[config.mk]
export PLATFORM = sky130hd
export DESIGN_NAME = ex_forward_unit
export DESIGN_NICKNAME = d
export VERILOG_FILES = /design/src/rtl/ex_forward_unit.sv
export SDC_FILE = /design/constraint.sdc
export NUM_CORES = 1
export LEC_CHECK = 0
export ABC_AREA = 1
export CAP_MARGIN = 15
export CORE_UTILIZATION = 40
export DETAILED_ROUTE_END_ITERATION = 8
export GPL_TIMING_DRIVEN = 0
export PLACE_DENSITY_LB_ADDON = 0.15
export SLEW_MARGIN = 20
export SYNTH_ARGS = -nofsm -noshare
export SYNTH_HDL_FRONTEND = slang
export SYNTH_SLANG_ARGS = --single-unit
[constraint.sdc]
create_clock -name clk -period 2.25 [get_ports clk]
set_input_delay 0.3375 -clock clk [delete_from_list [all_inputs] [get_ports clk]]
set_output_delay 0.3375 -clock clk [all_outputs]
set_load 0.005 [all_outputs]
[src/rtl/ex_forward_unit.sv]
// EX-stage operand forwarding unit.
// Detects RAW hazards against the instruction in ID and registers one forward
// select per source operand into the ID/EX boundary. In EX the registered
// selects steer each operand between the regfile value, the EX/MEM ALU result,
// the MEM/WB write-back value and a local copy of the last retired WB value.
// Also raises the load-use stall and keeps a saturating count of stall cycles.
module ex_forward_unit #(
  parameter int unsigned DATA_W  = 32,
  parameter int unsigned REG_AW  = 5,
  parameter int unsigned NUM_OPS = 2,
  parameter int unsigned CNT_W   = 16
) (
  input  logic                        clk,
  input  logic                        reset,
  input  logic                        inIdValid,
  input  logic [NUM_OPS*REG_AW-1:0]   inIdSrcAddr,
  input  logic [NUM_OPS-1:0]          inIdSrcUsed,
  input  logic                        inExRegWrite,
  input  logic                        inExMemRead,
  input  logic [REG_AW-1:0]           inExRegDst,
  input  logic                        inMemRegWrite,
  input  logic [REG_AW-1:0]           inMemRegDst,
  input  logic                        inWbRegWrite,
  input  logic [REG_AW-1:0]           inWbRegDst,
  input  logic                        inFreeze,
  input  logic                        inFlush,
  input  logic [NUM_OPS*DATA_W-1:0]   inDataOps,
  input  logic [DATA_W-1:0]           inOutAlu,
  input  logic [DATA_W-1:0]           inMuxWb,
  output logic [NUM_OPS*DATA_W-1:0]   outOps,
  output logic [2*NUM_OPS-1:0]        outForwardSel,
  output logic                        outStall,
  output logic [CNT_W-1:0]            outStallCnt
);

  localparam int unsigned SEL_W = 2 * NUM_OPS;

  // Forward select encodings
  localparam logic [1:0] SEL_RF   = 2'b00;  // regfile value latched in ID/EX
  localparam logic [1:0] SEL_WB   = 2'b01;  // MEM/WB write-back mux
  localparam logic [1:0] SEL_ALU  = 2'b10;  // EX/MEM ALU result
  localparam logic [1:0] SEL_HOLD = 2'b11;  // retired WB value held locally

  localparam logic [CNT_W-1:0]  CNT_MAX  = '1;
  localparam logic [REG_AW-1:0] REG_ZERO = '0;

  logic [NUM_OPS-1:0] matchEx;
  logic [NUM_OPS-1:0] matchMem;
  logic [NUM_OPS-1:0] matchWb;
  logic [SEL_W-1:0]   nextSel;
  logic [SEL_W-1:0]   selReg;
  logic [DATA_W-1:0]  wbHold;
  logic [CNT_W-1:0]   stallCnt;
  logic               loadBubble;

  // Per-operand hazard detection, next-select priority and EX operand mux
  for (genvar g = 0; g < NUM_OPS; g++) begin : gOp
    logic [REG_AW-1:0] src;
    logic [1:0]        opSel;
    logic [DATA_W-1:0] opVal;

    assign src = inIdSrcAddr[g*REG_AW +: REG_AW];

    // A producer matches only if it really writes a non-zero register that
    // this operand actually reads; r0 never forwards.
    assign matchEx[g]  = inExRegWrite  && (inExRegDst  != REG_ZERO) &&
                         (inExRegDst  == src) && inIdSrcUsed[g];
    assign matchMem[g] = inMemRegWrite && (inMemRegDst != REG_ZERO) &&
                         (inMemRegDst == src) && inIdSrcUsed[g];
    assign matchWb[g]  = inWbRegWrite  && (inWbRegDst  != REG_ZERO) &&
                         (inWbRegDst  == src) && inIdSrcUsed[g];

    // Youngest producer wins: EX > MEM > WB > regfile
    always_comb begin
      opSel = SEL_RF;
      if (matchEx[g]) begin
        opSel = SEL_ALU;
      end else if (matchMem[g]) begin
        opSel = SEL_WB;
      end else if (matchWb[g]) begin
        opSel = SEL_HOLD;
      end
    end

    assign nextSel[2*g +: 2] = opSel;

    // EX operand mux driven by the registered select; every code is defined
    always_comb begin
      opVal = inDataOps[g*DATA_W +: DATA_W];
      case (selReg[2*g +: 2])
        SEL_RF:   opVal = inDataOps[g*DATA_W +: DATA_W];
        SEL_WB:   opVal = inMuxWb;
        SEL_ALU:  opVal = inOutAlu;
        SEL_HOLD: opVal = wbHold;
        default:  opVal = inDataOps[g*DATA_W +: DATA_W];
      endcase
    end

    assign outOps[g*DATA_W +: DATA_W] = opVal;
  end

  // Load-use: a load in EX feeding an operand of a valid ID instruction.
  // Deliberately not gated by reset or freeze.
  assign outStall = inIdValid && inExMemRead && (|matchEx);

  // A stalled or invalid ID slot enters EX as a bubble with all selects 00
  assign loadBubble = outStall || !inIdValid;

  // Forward select register into ID/EX: reset > flush > freeze > bubble > next
  always_ff @(posedge clk or posedge reset) begin
    if (reset) begin
      selReg <= '0;
    end else if (inFlush) begin
      selReg <= '0;
    end else if (inFreeze) begin
      selReg <= selReg;
    end else if (loadBubble) begin
      selReg <= '0;
    end else begin
      selReg <= nextSel;
    end
  end

  // Copy of the retiring WB value; covers a regfile without write-through
  // when the producer retires in the same cycle the consumer enters EX.
  always_ff @(posedge clk or posedge reset) begin
    if (reset) begin
      wbHold <= '0;
    end else if (!inFreeze && inWbRegWrite) begin
      wbHold <= inMuxWb;
    end
  end

  // Saturating count of stall cycles that actually cost a pipeline cycle
  always_ff @(posedge clk or posedge reset) begin
    if (reset) begin
      stallCnt <= '0;
    end else if (outStall && !inFreeze && (stallCnt != CNT_MAX)) begin
      stallCnt <= stallCnt + CNT_W'(1);
    end
  end

  assign outForwardSel = selReg;
  assign outStallCnt   = stallCnt;

endmodule

# Word-level counts from Yosys, hierarchy flattened
# Index checks and enable logic that the tools add are counted.
[op_classes] eq_ne=14 reduce_logical=29 n_mux=11 addsub=1
[op_table] op="$pmux W32 S4" count=2
[op_table] op="$eq A5 B5 Y1" count=6
[op_table] op="$logic_and A1 B1 Y1" count=20
[op_table] op="$add A16 B1 Y16 const B" count=1
[op_table] op="$ne A16 B16 Y1 const B" count=1
[op_table] op="$reduce_bool A5 Y1" count=3
[op_table] op="$mux W2" count=6
[op_table] op="$mux W4" count=3
[op_table] op="$eq A2 B2 Y1 const B" count=4
[op_table] op="$eq A2 B1 Y1 const B" count=2
[op_table] op="$logic_not A2 Y1" count=2
[op_table] op="$logic_not A1 Y1" count=2
[op_table] op="$ne A2 B1 Y1 const B" count=1
[op_table] op="$reduce_or A2 Y1" count=1
[op_table] op="$logic_or A1 B1 Y1" count=1
[word_totals] output_inout_bits=85 elab_cells=58 in_bits=164 reg_bits=52

# Logic depth before layout (Yosys ltp)
[depth] word_depth=10 depth_mapped=12 ltp_nobuf=11

# Least setup slack after synthesis
# OpenSTA, ideal clock, no wires.
[synth_timing] kind="flip-flop to flip-flop" start="register stallCnt[0], in the netlist outStallCnt[0]" end="register stallCnt[11], in the netlist outStallCnt[11]" n_path_buf=1 synth_period_minus_slack_ns=1.569 arrival_time_ns=1.452 path_slack_ns=0.681 setup_time_ns=0.117 path_stages_with_launch=12 required_time_ns=2.133 path_cell_list="dfrtp_1 ha_1 nand3_2 nor2_2 inv_1 nor2_2 nand2_1 inv_1 nor2_2 buf_6 nand2_1 nand2_1"
[synth_between] elab_chain_cells=2 elab_cells_between_ends=3 classes_between="add/sub (1); eq/ne (1); reduce/logical (1)"
[synth_lines] element="start, declared" line="53" source="logic [CNT_W-1:0] stallCnt;"
[synth_lines] element="start signal, assigned" line="139" source="stallCnt <= stallCnt + CNT_W'(1);"
[synth_lines] element="parallel branches: the longest is 2 deep, another holds $add A16 B1 Y16"
# Several ways; the timed one is not identified.
# A chain may end at the register's enable or synchronous reset.

# Worst setup path in the final report
[layout_timing] start="register selReg[0], in the netlist outForwardSel[0]" end="output port outOps[9]"
[layout_between] elab_chain_cells=2 elab_cells_between_ends=5 classes_between="eq/ne (3); mux (1); reduce/logical (1)"
[layout_lines] element="start, declared" line="51" source="logic [SEL_W-1:0] selReg;"
[layout_lines] element="start signal, assigned" line="116" source="selReg <= selReg;"
[layout_lines] element="start signal, assigned" line="120" source="selReg <= nextSel;"
[layout_lines] element="$eq A2 B2 Y1 (tied with other cells)" line="90" source="case (selReg[2*g +: 2])"
[layout_lines] element="$pmux W32 S4 *" line="90"
[layout_lines] element="end, declared" line="30" source="output logic [NUM_OPS*DATA_W-1:0] outOps,"
# Mark *: on every way between the ends. The rest lies on a longest branch, timed or not.

==> run_results.csv <==
group,metric,value,unit
timing,tightest_slew,672,ps
finish,postLayoutCoreUtil,72.3,%
timing,rsz0062_at_grt,"true",
finish,final_cell_mix,"nand2_1 (383), clkdlybuf4s50_1 (185), nand4_1 (73), dfrtp_1 (48), inv_1 (41)",
timing,fin_skew,4.72,ps
grt,grt_use_total,30.1,%
synth,ys_seq_area_share,28.9,%
synth,synth_top_area_cell,"nand2_1",
power,seq_power_share,43.0,%
synth,yosys_warnings,0,
floorplanning,die_w,108,µm
grt,antenna_found_initial,0,
cts,cts_buffers,5,
synth,syn_avg_cell_area,6.18,µm²
power,switching_power,0.000689,W
power,combPwrFrac,31.1,%
cts,cts_tree,"built",
cts,htree_levels,2,
timing,fmax,0.445,GHz
finish,antenna_cells,0,
status,outcome,"finished, final reports clean",
floorplanning,ios,249,
power,peakVddDrop,0.000236,V
place,gp_congestion,0.914,
worst_setup_path,arrival,1910,ps
timing,finalCritPeriodShare,99.9,%
floorplanning,std_cell_rows,38,
drt,drc_errors,0,
finish,fillers,942,
finish,final_common_cell,"nand2_1",
cts,cts_hold_buffers,0,
timing,setup_ws,2.92,ps
timing,fin_crit,2250,ps
synth,syn_inst,728,
finish,drive_above_1_share,13.1,%
place,hpwl,13600,µm
worst_hold_path,hp-class,"primary input to async pin",
floorplanning,die-area,0.0117,mm²
cts,numClockSinks,52,
power,leakagePower,3.79,nW
drt,wl_per_cell,15.9,µm
timing,setup_viol_count_final,0,
place,portBuffers,248,
floorplanning,coreArea,0.0109,mm²
cts,clk_latency,300,ps
synth,synth.area.top_cells,"nand2_1 (32%), dfrtp_1 (29%), nand4_1 (10%), mux2_2 (8.0%), inv_1 (4.0%)",
worst_setup_path,crit_start,"outForwardSel[0]$_DFFE_PP0P_",
power,p_int,0.00185,W
synth,ys_ff_latch,52,
cts,cts_root_buffer,"clkbuf_8",
cts,cts.path.max_buffers,2,
synth,synth_area,0.00450,mm²
grt,grt_pass1_wl,27500,µm
worst_setup_path,r2r_start,"outStallCnt[0]$_DFFE_PP0P_",
worst_setup_path,crit_fanout,10,
synth,netlist.area_leader.share,32.0,%
timing,hold_viol_final,0,
power,clkPwrFrac,25.9,%
drt,num_vias,5834,
floorplanning,die_h,108,µm
drt,drtPass1Iterations,5,
worst_setup_path,critPathRequiredTime,1910,ps
drt,viasPerCell,5.08,
drt,drt_iter0_drc,405,
drt,ant_nets,0,
grt,grt-ovfl-total,0,
power,switching_share,27.2,%
cts,path_clk_slew,100,ps
worst_setup_path,critPathLaunchType,"register",
floorplanning,start_util,41.3,%
finish,nets,1173,
place,place_area,0.00716,mm²
timing,hold_ws,484,ps
place,pre_cts_ws,-247,ps
finish,fin_cells,1149,
synth,syn_nets,893,
power,power.density,322,mW/mm²
worst_setup_path,criticalPathCategory,"register to primary output",
synth,yosysUniqueCellTypes,30,
run,drv_cap,0,
drt,totalWireLength,18300,µm
finish,fin_area,0.00787,mm²
grt,grt_max_degree,53,
grt,first_global_vias,5554,
worst_setup_path,critPathCaptureType,"primary output",
timing,drv_slew,0,
timing,relSlewSlack,55.2,%
place,dp_cells,1116,
finish,area_growth,75.0,%
==> path summary, 6_finish.rpt <==
kind                       slack [ps]                      endpoint  cells past startpoint
setup / recovery                    3                     outOps[9]                      6
hold / removal                    480   outStallCnt[11]$_DFFE_PP0P_                      2
setup reg to reg                  450    outStallCnt[7]$_DFFE_PP0P_                     10
hold reg to reg                   530    outStallCnt[0]$_DFFE_PP0P_                      1
max in group asynchronous        1280  outForwardSel[3]$_DFFE_PP0P_                      2
min in group clk                  530    outStallCnt[0]$_DFFE_PP0P_                      1
==> cells in the mapped netlist <==
library cell	count
nand2_1	383
a21oi_1	3
buf_2	3
clkinv_1	1
a21oi_2	1
nand3_1	14
nand2_2	5
nand2_4	1
nor2_1	34
o21ai_0	9
dfrtp_1	52
nor3_1	7
o21ai_1	1
ha_1	1
nand3_2	5
nand4_2	1
nand3b_1	1
clkbuf_1	24
nor2_2	3
nor3b_1	1
nor4_1	1
nand4_1	73
inv_1	48
mux2_2	32
xnor2_1	5
inv_2	4
buf_6	1
xor2_1	12
and2_1	1
o211ai_1	1
==> cell families (layout without fill, tap and decap cells) <==
group           after synthesis  after routing  synth area share (%)
compound gates               15             15                  1.81
xor+xnor                     17             17                  3.31
fa+ha+maj                     1              1                 0.278
buf+inv                      81            362                  7.01
flops                        52             52                  28.9
mux                          32             32                  8.01
simple gates                530            530                  50.7
==> critical path, cell delays in order (launching register included) <==
cell and delay (ps):
dfrtp_2 460, buf_4 160, nor2_4 150, buf_8 180, nand2_1 70, nand4_1 70
clkdlybuf4s50_1 520
==> metrics by stage <==
| stage | total power (W) | setup TNS [ps] |
|---|---|---|
| detailed placement | 0.00191 | -8690 |
| global route | 0.00267 | -884 |
| finish | 0.00254 | 0 |
| floorplan | 0.00137 | 0 |
| global placement | 0.00190 | -28890 |
| CTS | 0.00256 | -474 |
==> registers in the layout, summed over array words and instances, names as in the netlist <==
name           count
outStallCnt       16
wbHold            32
outForwardSel      4
==> repair_timing <==
item / in CTS / in global routing
endpoints found under the hold margin: 0 / 0
setup endpoints to repair: 65 / 52
gates cloned: 1 / 3
setup buffers: 9 / 12
resized for setup: 111 / 60
pin swaps: 6 / 4
==> cell type report <==
type | instances | area (µm²) | area share (%)
plain buffers | 28 | 348 | 4.42
clock buffers | 5 | 68.8 | 0.874
clock inverters | 3 | 42.5 | 0.540
inverters | 53 | 201 | 2.56
multi-input cells | 595 | 2930 | 37.2
flip-flops and latches | 52 | 1310 | 16.6
well taps | 140 | 175 | 2.23
repair buffers | 273 | 2800 | 35.6
==> layer usage <==
layer / part of all wire [%] / vias up / global-route usage (%)
met3: 7.2 / 41 / 6.15
met5: 0 / - / 0
met1: 39 / 2656 / 34.6
met2: 50 / 219 / 54.8
met4: 3.3 / 0 / 11.1
li1: - / 2918 / -
==> power groups by stage <==
stage | sequential (W) | combinational [W] | clock (W)
after floorplan | 0.00109 | 0.000279 | 0
after global placement | 0.00110 | 0.000797 | 0
after detailed placement | 0.00110 | 0.000802 | 0
after CTS | 0.00109 | 0.000797 | 0.000682
after global routing | 0.00110 | 0.000856 | 0.000710
final | 0.00109 | 0.000789 | 0.000657
Note: power is estimated with default switching activity, not from simulation.
